### config.mk
export PLATFORM = sky130hd
export DESIGN_NAME = indexed_mem_access
export DESIGN_NICKNAME = d
export VERILOG_FILES = /design/src/rtl/indexed_mem_access.sv
export SDC_FILE = /design/constraint.sdc
export NUM_CORES = 1
export LEC_CHECK = 0
export CAP_MARGIN = 5
export CORE_MARGIN = 5
export CORE_UTILIZATION = 25
export DETAILED_ROUTE_END_ITERATION = 10
export RECOVER_POWER = 100
export SYNTH_ARGS = -nofsm -noshare
export SYNTH_HDL_FRONTEND = slang
export SYNTH_SLANG_ARGS = --single-unit
### constraint.sdc
create_clock -name clk -period 2.6 [get_ports clk]
set_input_delay 0.26 -clock clk [delete_from_list [all_inputs] [get_ports clk]]
set_output_delay 0.26 -clock clk [all_outputs]
set_load 0.02 [all_outputs]
### src/rtl/indexed_mem_access.sv
// indexed_mem_access
// Multi-cycle load/store sequencer for register-indirect accesses with optional
// pre/post increment/decrement of the pointer register.
//
// Ports:
//   clk, rst_n           clock, synchronous active-low reset
//   start                request a new access (sampled only while idle)
//   is_store, is_byte    access kind: store/load, byte/word
//   upd, pre, dec        pointer update enable, pre-modify, decrement
//   ptr_in, wdata        pointer register value, store data
//   mem_req/we/be/addr/wdata, mem_ack, mem_rdata   data-memory req/ack port
//   rdata                last load result
//   ptr_out, ptr_we      updated pointer value and one-cycle write-back pulse
//   busy, done           not-idle flag, one-cycle completion pulse
//   fault                alignment fault pulse (ALIGN_CHECK_EN builds only)
//
// Build option: define ALIGN_CHECK_EN to trap word accesses at odd addresses
// instead of silently truncating them to the enclosing aligned word.

module indexed_mem_access #(
  parameter int unsigned WORD = 16
) (
  input  logic            clk,
  input  logic            rst_n,
  input  logic            start,
  input  logic            is_store,
  input  logic            is_byte,
  input  logic            upd,
  input  logic            pre,
  input  logic            dec,
  input  logic [WORD-1:0] ptr_in,
  input  logic [WORD-1:0] wdata,
  output logic            mem_req,
  output logic            mem_we,
  output logic [1:0]      mem_be,
  output logic [WORD-1:0] mem_addr,
  output logic [WORD-1:0] mem_wdata,
  input  logic            mem_ack,
  input  logic [WORD-1:0] mem_rdata,
  output logic [WORD-1:0] rdata,
  output logic [WORD-1:0] ptr_out,
  output logic            ptr_we,
  output logic            busy,
  output logic            done
`ifdef ALIGN_CHECK_EN
  ,
  output logic            fault
`endif
);

`ifdef ALIGN_CHECK_EN
  typedef enum logic [1:0] {StIdle, StReq, StWb, StFlt} state_e;
`else
  typedef enum logic [1:0] {StIdle, StReq, StWb} state_e;
`endif

  state_e          r_state;
  state_e          w_state_d;

  logic            r_is_store;
  logic            r_is_byte;
  logic            r_upd;
  logic [WORD-1:0] r_ea;
  logic [WORD-1:0] r_wdata;
  logic [WORD-1:0] r_rdata;
  logic [WORD-1:0] r_ptr_out;

  logic [WORD-1:0] w_step;
  logic [WORD-1:0] w_mod;
  logic [WORD-1:0] w_ea;
  logic [WORD-1:0] w_ptr_new;
  logic [WORD-1:0] w_load_data;
  logic            w_accept;

  // Address arithmetic on the live request inputs; wraps modulo 2^WORD.
  always_comb begin
    w_step    = is_byte ? WORD'(1) : WORD'(2);
    w_mod     = dec ? (ptr_in - w_step) : (ptr_in + w_step);
    w_ea      = (upd && pre) ? w_mod : ptr_in;
    w_ptr_new = upd ? w_mod : ptr_in;
    w_accept  = (r_state == StIdle) && start;
  end

  // Byte loads pick the lane selected by the low address bit, zero-extended.
  always_comb begin
    w_load_data = mem_rdata;
    if (r_is_byte) begin
      w_load_data = {8'h00, (r_ea[0] ? mem_rdata[15:8] : mem_rdata[7:0])};
    end
  end

  // Next-state logic and decoded outputs.
  always_comb begin
    w_state_d = r_state;
    mem_req   = 1'b0;
    mem_we    = 1'b0;
    mem_be    = 2'b00;
    mem_addr  = '0;
    mem_wdata = '0;
    ptr_we    = 1'b0;
    done      = 1'b0;
    busy      = (r_state != StIdle);
`ifdef ALIGN_CHECK_EN
    fault     = 1'b0;
`endif
    case (r_state)
      StIdle: begin
        if (start) begin
`ifdef ALIGN_CHECK_EN
          if (!is_byte && w_ea[0]) begin
            w_state_d = StFlt;
          end else begin
            w_state_d = StReq;
          end
`else
          w_state_d = StReq;
`endif
        end
      end
      StReq: begin
        mem_req   = 1'b1;
        mem_we    = r_is_store;
        // Word accesses drop address bit 0 and enable both lanes.
        mem_addr  = {r_ea[WORD-1:1], 1'b0};
        mem_be    = r_is_byte ? (r_ea[0] ? 2'b10 : 2'b01) : 2'b11;
        mem_wdata = r_is_byte ? {r_wdata[7:0], r_wdata[7:0]} : r_wdata;
        if (mem_ack) begin
          w_state_d = StWb;
        end
      end
      StWb: begin
        done      = 1'b1;
        ptr_we    = r_upd;
        w_state_d = StIdle;
      end
`ifdef ALIGN_CHECK_EN
      StFlt: begin
        done      = 1'b1;
        fault     = 1'b1;
        w_state_d = StIdle;
      end
`endif
      default: begin
        w_state_d = StIdle;
      end
    endcase
  end

  always_ff @(posedge clk) begin
    if (!rst_n) begin
      r_state    <= StIdle;
      r_is_store <= 1'b0;
      r_is_byte  <= 1'b0;
      r_upd      <= 1'b0;
      r_ea       <= '0;
      r_wdata    <= '0;
      r_rdata    <= '0;
      r_ptr_out  <= '0;
    end else begin
      r_state <= w_state_d;
      if (w_accept) begin
        r_is_store <= is_store;
        r_is_byte  <= is_byte;
        r_upd      <= upd;
        r_ea       <= w_ea;
        r_wdata    <= wdata;
        r_ptr_out  <= w_ptr_new;
      end
      if ((r_state == StReq) && mem_ack && !r_is_store) begin
        r_rdata <= w_load_data;
      end
    end
  end

  assign rdata   = r_rdata;
  assign ptr_out = r_ptr_out;

endmodule
## Word-level counts from Yosys, hierarchy flattened

Cells that the tools add are included.

| storage, ports and cells | value |
|---|---|
| logic and storage cells | 41 |
| output and inout bits | 71 |
| bits in registers | 69 |
| input bits | 57 |

| cells by class | value |
|---|---|
| add/subtract/negate cells | 2 |
| reduce and logical (&&, ||, !) cells | 8 |
| muxes and demuxes | 19 |
| equality and inequality tests | 4 |

Operators by type and width:

| operator | number |
|---|---|
| two-way mux 16 bit | 7 |
| adder 16 x 2 -> 16 bit | 1 |
| subtractor 16 x 2 -> 16 bit | 1 |
| two-way mux 2 bit | 6 |
| two-way mux 8 bit | 1 |
| logical AND 1 bit | 4 |
| two-way mux 1 bit | 4 |
| != test 2 bit, second input constant | 2 |
| one-hot mux 2 bit (2 select lines) | 1 |
| equality test 2 x 1 -> 1 bit, second input constant | 1 |
| equality test 2 bit, second input constant | 1 |
| zero test 2 bit | 1 |
| AND reduction 2 bit | 1 |
| nonzero test 2 bit | 1 |
| zero test 1 bit | 1 |

## Logic depth before layout (Yosys ltp)

| logic depth | value |
|---|---|
| depth in word-level cells | 4 |
| gate-level depth with buffers | 11 |
| mapped depth without buffers | 11 |

## Worst setup path before layout

No wires, ideal clock.

| timing path | value |
|---|---|
| path kind | input -> register |
| start | in ptr_in[0] |
| end | reg r_ptr_out[14], in the netlist ptr_out[14] |
| required time | 2542 ps |
| arrival time | 2225 ps |
| slack | 317 ps |
| stages | 11 |
| setup time | 58 ps |
| buffers on the path | 0 |
| cells stage by stage | inv_1 -> ha_1 -> inv_1 -> fa_1 -> a21o_1 -> a221oi_2 -> o21ai_2 -> a221oi_2 -> nor2_1 -> a211oi_2 -> o211a_1 |

| between the ends | value |
|---|---|
| cells in the longest elaborated chain, start to end | 3 |
| elaborated cells on any way between the ends | 4 |
| classes of those cells | add/sub: 2; mux: 2 |

RTL lines:

| what | RTL line | RTL |
|---|---|---|
| from (decl) | 31 | `input logic [WORD-1:0] ptr_in,` |
| adder 16 x 2 -> 16 bit / subtractor 16 x 2 -> 16 bit (equally long branches) | 78 | `w_mod = dec ? (ptr_in - w_step) : (ptr_in + w_step);` |
| two-way mux 16 bit * | 78 |  |
| two-way mux 16 bit * | 80 | `w_ptr_new = upd ? w_mod : ptr_in;` |
| to (signal assigned) | 167 | `r_ptr_out <= w_ptr_new;` |
| to (decl) | 66 | `logic [WORD-1:0] r_ptr_out;` |

Mark *: on every way between the ends. The rest lies on a longest branch, timed or not.
A chain may end at the register's enable or synchronous reset.

## Worst setup path in the final report

| timing path | value |
|---|---|
| start | in rst_n |
| end | reg r_state[1] |

RTL lines:

| what | RTL line | RTL |
|---|---|---|
| from (decl) | 24 | `input logic rst_n,` |
| to (signal assigned) | 151 | `r_state <= StIdle;` |
| to (signal assigned) | 160 | `r_state <= w_state_d;` |
| to (decl) | 57 | `state_e r_state;` |

No word-level cell between the ends.

==> flow_metrics.env <==
export IMPL_synth_area_top_cells="dfxtp_1, nand2_1, a21oi_1, mux2i_1, ha_1"
export IMPL_class_of_the_tightest_hold_or_removal_check="in -> reg"
export IMPL_total_wirelength_of_the_detailed_routed_design_mm=12.90
export IMPL_synth_mux_area_fraction_pct=4.930
export IMPL_maxSlewHeadroom_pct=35.09
export IMPL_unrepaired_setup_endpoints_after_global_routing="false"
export IMPL_tightest_pin_transition_ns=0.9736
export IMPL_fin_skew_ns=0.006330
export IMPL_status="complete, no violations"
export IMPL_crit_arrival_ns=2.58
export IMPL_num_rows=45
export IMPL_avg_cell_area_syn_um2=7.684
export IMPL_die_w_um=134.2
export IMPL_post_cts_hold_buffer_count=0
export IMPL_yosys_top_cells_count="nand2_1, dfxtp_1, a21oi_1"
export IMPL_worst_setup_path_endpoint="r_state[1]"
export IMPL_grt_max_degree=33
export IMPL_synth_simple_gate_area_share_pct=25.30
export IMPL_clkSlewWorstSetupHoldPaths_ns=0.06
export IMPL_design_core_area_mm2=0.01515
export IMPL_warnings_from_yosys=0
export IMPL_drt_drc_violations_left=0
export IMPL_die_h_um=134.2
export IMPL_detailed_place_hpwl_mm=9.774
export IMPL_setup_crit_path_kind="in -> reg"
export IMPL_synth_ff_latch_count=69
export IMPL_routed_via_density=4.851
export IMPL_initial_core_util_pct=25.47
export IMPL_synth_compound_area_share_pct=21.57
export IMPL_final_critical_path_setup_slack_ns=0.1986
export IMPL_cts_tree="yes"
export IMPL_finalNetCount=722
export IMPL_cp_end_kind="flop"
export IMPL_vdd_drop_max_mv=0.3081
export IMPL_portBuffers=126
export IMPL_netlist_area_pre_place_mm2=0.003857
export IMPL_cts_made_buffers=9
export IMPL_routed_length_per_placed_instance_um=15.34
export IMPL_worstRegToRegCells=5
export IMPL_final_hold_worst_slack_ns=0.2797
export IMPL_ys_async_sr_fraction_pct=0
export IMPL_setup_violations_final=0
export IMPL_yosys_most_used_dff="dfxtp_1"
export IMPL_synth_top_cell_by_area="dfxtp_1"
export IMPL_ys_seq_area_share_pct=35.81
export IMPL_synth_enable_flop_cells=0
export IMPL_antenna_found_initial=0
export IMPL_timing_hold_violations_final=0
export IMPL_global_route_wire_length_before_repair_mm=20.56
export IMPL_die_area_mm2=0.01801
export IMPL_grt_overflow=0
export IMPL_antenna_diode_count=0
export IMPL_worst_skew_pair_later_pin_latency_ns=0.33
export IMPL_post_layout_total_power_uw=3260
export IMPL_clockRootBuffer="clkbuf_16"
export IMPL_dr_pass1_iters=5
export IMPL_netlist_cell_type_count=49
export IMPL_residual_antenna_violating_net_count_after_detailed_routing=0
export IMPL_cp_cell_sequence="dlygate4sd3_1 > clkbuf_2 > inv_1 > clkbuf_1 > nor2_1"
export IMPL_syn_instance_count=502
export IMPL_worst_ep_required_time_ns=2.78
export IMPL_finalWorstPathRequiredPeriod_ns=2.401
export IMPL_grtUsageTotal_pct=14.09
export IMPL_layout_drive_gt1_share_pct=10.72
export IMPL_power_per_cell_area_mw_per_mm2=555.9
export IMPL_critPathMaxFanout=21
export IMPL_gp_congestion=0.9092
export IMPL_synth_adder_area_share_pct=5.384
export IMPL_yosysTopAreaCellShare_pct=35.81
export IMPL_number_of_global_route_vias_before_repair=4107
export IMPL_timing_rr_start="r_state[1]"
export IMPL_p_leak_uw=0.002527
export IMPL_clock_sinks=69
export IMPL_timing_fmax_mhz=416.4
export IMPL_r2r_setup_slack_ns=0.29
export IMPL_first_iter_violations=131
export IMPL_drv_cap=0
export IMPL_critPathLaunchType="input port"
export IMPL_crit_start="rst_n"
export IMPL_io_pin_count=128
export IMPL_main_combinational_cell_family_by_area_after_synthesis="simple AND/OR/NAND/NOR gates"
export IMPL_period_share_pct=92.36
export IMPL_place_inst=824
export IMPL_timing_critical_path_slowest_stage_cell="clkbuf_1"
export IMPL_syn_nets=575
export IMPL_final_instance_count_excl_fillers=841
export IMPL_synth_xor_xnor_area_share_pct=2.498
export IMPL_cts_path_max_buffers=2
export IMPL_preCtsSetupSlack_ns=-0.3826
export IMPL_reg2reg_to="r_ea[4]"
export IMPL_route_vias_total=4080
export IMPL_flow_area_growth_from_synthesis_pct=52.03
export IMPL_cts_htree_levels=3
export IMPL_synthMostInstantiatedCell="nand2_1"
export IMPL_crit_path_max_incr_delay_ns=0.75
export IMPL_timing_final_max_slew_violations=0
[layout make-up]
type | instances | area [um2]
Inverter | 8 | 30.03
Sequential cell | 69 | 1381
Fill cell | 1518 | 9281
Clock inverter | 4 | 48.80
Timing Repair Buffer | 172 | 1615
Multi-Input combinational cell | 389 | 2311
Tap cell | 188 | 235.2
Clock buffer | 11 | 242.7
[logic make-up (layout without fill, tap and decap cells)]
family	after synthesis	in the layout
AO/OA/AOI/OAI	127	127
XOR/XNOR	11	11
adder cells (fa/ha/maj)	16	16
buffers and inverters	44	195
flip-flops	69	69
multiplexers	19	19
other	1	1
AND/OR/NAND/NOR	215	215
[state kept, by name (all words and copies together), names as in the netlist]
| signal | flops |
|---|---|
| ptr_out | 16 |
| r_ea | 16 |
| r_wdata | 16 |
| rdata | 16 |
| r_state | 2 |
| r_is_byte | 1 |
| r_is_store | 1 |
| r_upd | 1 |
[metrics by stage]
step	setup TNS [ns]	instance area, um2	utilization, %
4_1_cts	0	5853	38.65
3_5_place_dp	-5.274	5558	36.70
2_1_floorplan	0	3857	-
5_1_grt	0	5864	38.72
6_report	0	5864	38.72
3_3_place_gp	-3.851	5558	36.70
[repair_timing]
action / CTS / global route
pin swaps: 0 / 7
endpoints found under the setup margin: 1 / 14
buffers inserted: 0 / 2
resized for setup: 1 / 6
cloned: 0 / 0
[per-layer routing]
layer / GRT usage [%] / up-vias / part of all wire, %
li1: - / 2041 / -
met1: 17.59 / 1899 / 46
met2: 23.74 / 121 / 47
met3: 2.738 / 19 / 5.2
met4: 5.882 / 0 / 2.2
met5: 0 / - / 0
[critical path, delay by kind of cell]
kind | cells | cell delay, ns
buffers and inverters | 4 | 2.18
AND/OR/NAND/NOR | 1 | 0.13
[power by group]
| part | internal, uW | total, uW | switching (uW) |
|---|---|---|---|
| clock network | 761 | 1220 | 456 |
| registers | 1140 | 1190 | 50.5 |
| logic | 402 | 852 | 450 |
| total | 2300 | 3260 | 957 |
[how the worst min path moves through the flow]
stage                    from     endpoint  slack, ns  depth (start not counted)
floorplan           wdata[10]  r_wdata[10]       0.40                          2
global placement     rdata[8]     rdata[8]       0.44                          2
detailed placement    r_ea[2]      r_ea[2]       0.44                          2
CTS                   r_ea[2]      r_ea[2]       0.45                          2
global route          is_byte    r_is_byte       0.30                          3
finish                is_byte    r_is_byte       0.28                          3
[cell usage in the layout (no fill, tap or decap), types with 15 or more instances in the layout]
cell type / synthesis / final
a21oi_1: 54 / 54
and2_1: 28 / 28
buf_4: 1 / 38
clkdlybuf4s50_1: 0 / 52
dfxtp_1: 69 / 69
dlygate4sd3_1: 0 / 71
mux2i_1: 19 / 19
nand2_1: 95 / 95
nand3_1: 15 / 15
nor2_1: 49 / 49
o21ai_0: 18 / 18
Power figures use the tool's default switching activity.
